$ cat config.mk
export PLATFORM = sky130hd
export DESIGN_NAME = rename_stage
export DESIGN_NICKNAME = d
export VERILOG_FILES = /design/src/rtl/rename_pkg.sv /design/src/rtl/rename_free_list.sv /design/src/rtl/rename_stage.sv
export SDC_FILE = /design/constraint.sdc
export NUM_CORES = 1
export LEC_CHECK = 0
export BUFFER_PORTS_ARGS = -buffer_cell sky130_fd_sc_hd__buf_2
export CORE_ASPECT_RATIO = 0.7
export CORE_MARGIN = 5
export CORE_UTILIZATION = 49
export CTS_BUF_LIST = sky130_fd_sc_hd__clkbuf_4 sky130_fd_sc_hd__clkbuf_8 sky130_fd_sc_hd__clkbuf_16
export CTS_CLUSTER_DIAMETER = 60
export DETAILED_ROUTE_END_ITERATION = 6
export PLACE_DENSITY = 0.66
export SYNTH_ARGS = -nofsm -noshare
export SYNTH_HDL_FRONTEND = slang
export SYNTH_SLANG_ARGS = --single-unit
$ cat constraint.sdc
create_clock -name clk -period 5.05 [get_ports clk]
set_clock_uncertainty 0.05 [all_clocks]
set_input_delay 0.505 -clock clk [delete_from_list [all_inputs] [get_ports clk]]
set_output_delay 0.505 -clock clk [all_outputs]
set_load 0.03 [all_outputs]
$ cat src/rtl/rename_pkg.sv
// rename_pkg: shared types and sizing for the register-rename stage
package rename_pkg;
  localparam int NUM_ARCH = 16;
  localparam int NUM_PHYS = 32;
  localparam int TAG_W = $clog2(NUM_PHYS);
  localparam int FLAG_W = 8;
  localparam int FUID_W = 4;
  localparam int NUM_FREE = NUM_PHYS - NUM_ARCH;
  typedef logic [TAG_W-1:0] tag_t;
  typedef logic [TAG_W:0] count_t;
  typedef logic [3:0] arch_t;
  localparam count_t FREE_CNT = count_t'(NUM_FREE);
  typedef struct packed {
    arch_t arch;
    logic  used;
  } regfield_t;
  typedef struct packed {
    tag_t [1:0]        src_tag;
    logic [1:0]        src_used;
    tag_t              dst_tag;
    tag_t              old_dst_tag;
    logic              dst_used;
    logic [FLAG_W-1:0] flags;
    logic [FUID_W-1:0] fuid;
  } renamed_uop_t;
endpackage

$ cat src/rtl/rename_free_list.sv
// rename_free_list: circular FIFO of free physical tags with flush rewind
module rename_free_list
  import rename_pkg::*;
(
  input  logic   clk,
  input  logic   rst,
  input  logic   pop,
  input  logic   push,
  input  logic   flush,
  input  tag_t   push_tag,
  output tag_t   head_tag,
  output count_t count
);
  tag_t mem [NUM_PHYS];
  tag_t head, tail, tail_next;
  assign tail_next = tail + tag_t'(push);
  assign head_tag = mem[head];
  always_ff @(posedge clk)
    if (rst) begin
      for (int i = 0; i < NUM_PHYS; i++) mem[i] <= i < NUM_FREE ? tag_t'(i + NUM_ARCH) : '0;
      head <= '0;
      tail <= tag_t'(NUM_FREE);
      count <= FREE_CNT;
    end else begin
      if (push) mem[tail] <= push_tag;
      tail <= tail_next;
      head <= flush ? tail_next - tag_t'(NUM_FREE) : head + tag_t'(pop);
      count <= flush ? FREE_CNT : count + count_t'(push) - count_t'(pop);
    end
  assert property (@(posedge clk) disable iff (rst) push |-> count < FREE_CNT);
endmodule

$ cat src/rtl/rename_stage.sv
// rename_stage: speculative RAT + free-list renaming with committed RAT recovery
module rename_stage
  import rename_pkg::*;
(
  input  logic                    clk,
  input  logic                    rst,
  input  logic                    in_valid,
  output logic                    in_ready,
  input  logic [1:0][4:0]         in_readregs,
  input  logic [4:0]              in_writereg,
  input  logic [FLAG_W-1:0]       in_flags,
  input  logic [FUID_W-1:0]       in_fuid,
  output logic                    out_valid,
  input  logic                    out_ready,
  output logic [1:0][TAG_W-1:0]   out_src_tag,
  output logic [1:0]              out_src_used,
  output logic [TAG_W-1:0]        out_dst_tag,
  output logic [TAG_W-1:0]        out_old_dst_tag,
  output logic                    out_dst_used,
  output logic [FLAG_W-1:0]       out_flags,
  output logic [FUID_W-1:0]       out_fuid,
  input  logic                    commit_valid,
  input  logic [3:0]              commit_arch,
  input  logic [TAG_W-1:0]        commit_tag,
  input  logic [TAG_W-1:0]        commit_old_tag,
  input  logic                    flush
);
  tag_t rat [NUM_ARCH];
  tag_t crat [NUM_ARCH];
  regfield_t [1:0] src;
  regfield_t dst;
  renamed_uop_t uop, nxt;
  tag_t head_tag;
  count_t count;
  logic fire, alloc;
  assign src = in_readregs;
  assign dst = in_writereg;
  assign in_ready = !flush && (!out_valid || out_ready) && (!dst.used || count != '0);
  assign fire = in_valid && in_ready;
  assign alloc = fire && dst.used;
  rename_free_list u_fl (
    .clk(clk),
    .rst(rst),
    .pop(alloc),
    .push(commit_valid),
    .flush(flush),
    .push_tag(commit_old_tag),
    .head_tag(head_tag),
    .count(count)
  );
  always_comb begin
    nxt.src_used = {src[1].used, src[0].used};
    nxt.src_tag[0] = src[0].used ? rat[src[0].arch] : '0;
    nxt.src_tag[1] = src[1].used ? rat[src[1].arch] : '0;
    nxt.dst_used = dst.used;
    nxt.dst_tag = dst.used ? head_tag : '0;
    nxt.old_dst_tag = dst.used ? rat[dst.arch] : '0;
    nxt.flags = in_flags;
    nxt.fuid = in_fuid;
  end
  always_ff @(posedge clk)
    if (rst) begin
      for (int i = 0; i < NUM_ARCH; i++) begin
        rat[i] <= tag_t'(i);
        crat[i] <= tag_t'(i);
      end
    end else begin
      if (commit_valid) crat[commit_arch] <= commit_tag;
      if (flush)
        for (int i = 0; i < NUM_ARCH; i++)
          rat[i] <= commit_valid && commit_arch == arch_t'(i) ? commit_tag : crat[i];
      else if (alloc)
        rat[dst.arch] <= head_tag;
    end
  always_ff @(posedge clk)
    if (rst) begin
      out_valid <= 1'b0;
      uop <= '0;
    end else if (flush) begin
      out_valid <= 1'b0;
    end else if (fire) begin
      out_valid <= 1'b1;
      uop <= nxt;
    end else if (out_ready) begin
      out_valid <= 1'b0;
    end
  assign out_src_tag = uop.src_tag;
  assign out_src_used = uop.src_used;
  assign out_dst_tag = uop.dst_tag;
  assign out_old_dst_tag = uop.old_dst_tag;
  assign out_dst_used = uop.dst_used;
  assign out_flags = uop.flags;
  assign out_fuid = uop.fuid;
endmodule

; ---- Word-level counts from Yosys, hierarchy flattened
; Memories as Yosys holds them, arrays and structs flattened. A register that Yosys moved wholly into a read port is not among the register bits.
; Cells that the tools add are included.
[op_classes]
muxes = 61
addsub = 5
n_reduce_logical = 33
n_bitwise = 17
eq_ne = 15
[ops]
columns = op, n
row1 = 5-bit 2-to-1 mux, 42
row2 = "4-bit equality test, second input constant", 8
row3 = 1-bit logical AND, 20
row4 = 1-bit 2-to-1 mux, 17
row5 = "4-bit by 3-bit equality test with 1-bit output, second input constant", 4
row6 = 1-bit OR, 16
row7 = 5-bit OR reduction, 3
row8 = 5-bit by 1-bit adder with 5-bit output, 2
row9 = "4-bit by 2-bit equality test with 1-bit output, second input constant", 2
row10 = 4-bit 2-to-1 mux, 2
row11 = 6-bit by 1-bit adder with 6-bit output, 1
row12 = 6-bit nonzero test, 1
row13 = 6-bit by 1-bit subtractor with 6-bit output, 1
row14 = "5-bit subtractor, second input constant", 1
row15 = "4-bit by 1-bit equality test with 1-bit output, second input constant", 1
row16 = 4-bit zero test, 1
row17 = 1-bit zero test, 3
row18 = 1-bit logical OR, 2
row19 = 2-bit AND reduction, 1
row20 = 2-bit nonzero test, 1
row21 = 2-bit OR reduction, 1
row22 = 1-bit NOT, 1
[word_totals]
output_inout_bits = 37
mem_bits_rw = 320
n_memories = 3
inputBits = 47
regBits = 52
elab_cells = 146
[memory_table]
columns = name, words, word_bits, rd, rd_ports_with_merged_regs, wr, line_no
row1 = u_fl.mem, 32, 5, 1, 1, 32, rename_free_list.sv:14  ; tag_t mem [NUM_PHYS];
row2 = crat, 16, 5, 16, 0, 16, rename_stage.sv:29  ; tag_t crat [NUM_ARCH];
row3 = rat, 16, 5, 3, 0, 16, rename_stage.sv:28  ; tag_t rat [NUM_ARCH];

; ---- Logic depth before layout (Yosys ltp)
[logic_depth]
ltp_word = 12
mapped_depth = 16
depth_no_buf = 15

; ---- Hierarchy
; From an unflattened synthesis, not the netlist that was laid out.
[unflattened]
hier_cells = 1554
hier_area_um2 = 19388.6
[by_module_without_submodules]
columns = mod, n_inst, cells_each, area_each_um2, seq_area_each_um2
row1 = rename_stage, 1, 912, 11040.6, 5525.3
row2 = rename_free_list, 1, 642, 8348.0, 5124.9

; ---- Worst setup path after synthesis
; OpenSTA, ideal clock, no wires.
[synth_timing]
kind = register to register
from = reg u_fl.count[2]
to = reg u_fl.count[4]
t_required_ns = 4.870
arrival_ns = 2.925
setup_ns = 0.130
path_buffers = 1
path_stages_with_launch = 17
slack_ns = 1.945
synth_period_minus_slack_ns = 3.105
path_cell_list = dfxtp_1 inv_1 ha_1 nor4bb_1 a2111oi_1 buf_2 nand2_1 inv_1 ha_1 inv_1 ha_1 fa_1 a21oi_1 nor2_1 nor2_1 xor2_1 nand2_1
[synth_between]
elab_chain_cells = 6
elab_cells_between_ends = 7
cone_classes = add/sub: 2 / reduce/logical: 5
[synth_lines]
columns = element, line_no
row1 = from (decl), rename_free_list.sv:12  ; output count_t count
row2 = from (signal assigned), rename_free_list.sv:28  ; count <= flush ? FREE_CNT : count + count_t'(push) - count_t'(pop);
row3 = "parallel branches: the longest is 5 deep, another holds 6-bit by 1-bit adder with 6-bit output", n/a
row4 = 6-bit by 1-bit subtractor with 6-bit output *, rename_free_list.sv:28
; Mark *: on every way between the ends.
; A chain may end at the register's enable or synchronous reset.

; ---- Worst setup path after layout
; Ends and elaborated chain as after synthesis.

==> flow_summary.ini <==
[outcome]
status = completed

[clocking]
htree_levels = 2
ctsLongestPathBuffers = 3
clk-insertion-delay-late_ps = 540
cts_num_sinks = 372
cts_tree = built
numCtsBuffers = 38
cts_resized = 0
cts_hold_buffers = 0
cts.reportedPaths.clkPinSlew_ps = 60
cts_root_buf = clkbuf_16
post_cts_buffers = 0

[power_and_ir_drop]
cellLeakagePower_nw = 7.344
irDropWorstVdd_v = 0.0002408
power_density_mw_per_mm2 = 346.8
p_total_mw = 7.244

[logic_synthesis]
synth-simple-area-share_pct = 15.79
synth_top_family_by_area = multiplexers
muxShareOfSynthArea_pct = 15.83
synth_top_cell_by_area = edfxtp_1
synth_nets = 1556
synth_xor_area_share_pct = 0.4144
synth_edf_count = 320
synth_most_common_cell = edfxtp_1
ys_ff_latch = 372
synth_seq_area_share_pct = 56.00
yosysWarnings = 0
synth_fa_ha_area_share_pct = 0.8947
ys.flop_type = edfxtp_1
synth_area_leaders = edfxtp_1, mux4_2, dfxtp_1
synth-compound-area-share_pct = 7.605
synth_common_cells = edfxtp_1, and2_1, nand2_1
netlist_instances = 1496
synth.distinct_cells = 55
avgSynthCellArea_um2 = 12.71
synthArstFlopShare_pct = 0
netlist.area_leader.share_pct = 50.52
synth_area_mm2 = 0.01902

[routing]
num_vias = 12881
final_antenna_net_count = 0
vias_per_cell = 6.244
drc = 0
drt_iter0_drc = 2043
wl_mm = 51.46
routedWlPerCell_um = 24.94
dr.pass1.iters = 6

[global_routing]
overflow = 0
grt_pass1_wl_mm = 77.09
grt-busiest-layer = met1
grt_pass1_vias = 12227
grt_usage_pct = 23.59
antenna_found_initial = 2
met3_usage_pct = 7.829
use_met1_pct = 38.52
grt_use_met2_pct = 30.25
grt_max_degree = 62

[die]
die_y_um = 174.8
num_rows = 60
die-width_um = 245.5
coreArea_mm2 = 0.03836
io-pin-count = 84
dieArea_mm2 = 0.04292
start_util_pct = 49.58

[sta]
rsz0062_at_grt = no
drv_slew = 0
slew_headroom_pct = 8.493
finalHoldViolations = 0
fmax_mhz = 314.9
post-route-min-period_ps = 3176
fin_ws_ps = 1874
worst_slew_pin_slew_ps = 1370
setup-violations-final = 0
fin_crit_sh_pct = 62.89
hold_ws_ps = 158.7
setup_tns_ps = 0

[critical_path]
r2r_end = u_fl.count[4]$_SDFF_PP1_
criticalPathCategory = reg2reg
worstSetupEndpoint = u_fl.count[4]$_SDFF_PP1_
required_ps = 5410
r2r-start = u_fl.count[2]$_SDFF_PP0_
arrival_ps = 3530
cp_max_fo = 3
rrSetupSlack_ps = 1870
end_kind = flop
crit_path_start_kind = flop
crit_start = u_fl.count[2]$_SDFF_PP0_
worstRegToRegCells = 15

[min_path]
min_path_cells = 3
hold_path.class = in2reg

[layout]
areaGrowthSynthToFinish_pct = 9.815
final_core_util_pct = 54.45
seqCellArea_mm2 = 0.01065
drive_above_1_share_pct = 20.13
multi_input_area_mm2 = 0.007715
fillCellCount = 3129
final_area_mm2 = 0.02089
final_cell_count_no_fill = 2063
fin_nets = 1568

[placement]
dpl-instance-area_mm2 = 0.01963
post-dp-hpwl_mm = 35.41
io_buffer_count = 83
gp_congestion = 0.9548
post-place-cells = 1995
dp_slack_ps = 1801

[job]
maxCapViolations = 0
-- power breakdown --
group | switching (mW) | total (mW) | internal, mW
combinational | 0.499 | 0.813 | 0.314
clock | 1.18 | 2.83 | 1.65
sequential | 0.114 | 3.60 | 3.48
total | 1.80 | 7.24 | 5.45
-- cells by family (layout without fill, tap and decap cells) --
| group | Yosys count | in the layout |
|---|---|---|
| flip-flops | 372 | 372 |
| adder cells (fa/ha/maj) | 13 | 13 |
| AND/OR/NAND/NOR | 567 | 567 |
| AO/OA/AOI/OAI | 202 | 202 |
| multiplexers | 187 | 187 |
| buffers and inverters | 146 | 185 |
| XOR/XNOR | 9 | 9 |
| other | 0 | 1 |
-- layer usage --
metal  routed length [um]  part of all wire (%)  vias up
met5                   16                 0.031        -
met4                  891                   1.7        2
met3                 7307                    14       68
met2                20040                    39      772
met1                23200                    45     6330
li1                     -                     -     5709
-- state kept, by name, summed over array words and instances (netlist names) --
| name | flops |
|---|---|
| crat | 80 |
| out_dst_tag | 5 |
| out_dst_used | 1 |
| out_flags | 8 |
| out_fuid | 4 |
| out_old_dst_tag | 5 |
| out_src_tag | 10 |
| out_src_used | 2 |
| out_valid | 1 |
| rat | 80 |
| u_fl.count | 6 |
| u_fl.head | 5 |
| u_fl.mem | 160 |
| u_fl.tail | 5 |
-- worst min-delay path by stage --
stage	from	endpoint	slack, ps
finish	in_flags[4]	out_flags[4]$_SDFFE_PP0P_	160
global route	in_fuid[1]	out_fuid[1]$_SDFFE_PP0P_	150
CTS	in_fuid[1]	out_fuid[1]$_SDFFE_PP0P_	140
detailed placement	out_dst_tag[4]$_SDFFE_PP0P_	out_dst_tag[4]$_SDFFE_PP0P_	390
global placement	out_dst_tag[4]$_SDFFE_PP0P_	out_dst_tag[4]$_SDFFE_PP0P_	380
floorplan	crat[8][0]$_SDFFCE_PN0P_	rat[8][0]$_DFFE_PP_	520
-- cells in the final DEF (no fill, tap or decap), types with 12 or more instances in the layout --
cell type,netlist,layout
a211oi_1,14,14
a21oi_1,33,33
a221oi_1,15,15
a22o_1,20,20
a22oi_1,16,16
and2_1,121,121
buf_2,10,82
buf_4,4,16
clkbuf_16,0,39
dfxtp_1,52,51
edfxtp_1,320,320
ha_1,12,12
inv_1,20,20
mux2i_1,86,86
mux4_2,90,90
nand2_1,105,105
nand2b_1,38,38
nand3_1,14,14
nor2_1,90,90
nor2b_1,20,20
nor3_1,56,56
o21ai_0,18,18
o22ai_1,39,39
or2_2,34,34
or3_1,60,60
-- cell type report --
| class | count | area share (%) |
|---|---|---|
| Antenna cell | 1 | 0.01198 |
| Clock inverter | 15 | 0.6769 |
| Tap cell | 527 | 3.157 |
| Timing Repair Buffer | 98 | 2.540 |
| Multi-Input combinational cell | 978 | 36.94 |
| Sequential cell | 372 | 51.00 |
| Inverter | 20 | 0.3594 |
| Clock buffer | 52 | 5.320 |
-- critical path: stages (launching register included) --
cell,delay (ps)
dfxtp_1,310
inv_1,80
ha_1,160
nor4bb_1,540
a2111oi_2,170
nand2_1,120
inv_1,110
ha_1,290
inv_1,40
ha_1,200
fa_1,430
a21oi_1,150
nor2_1,60
nor2_1,110
xor2_1,170
nand2_1,70
No activity file was read; power rests on OpenSTA's default activity.
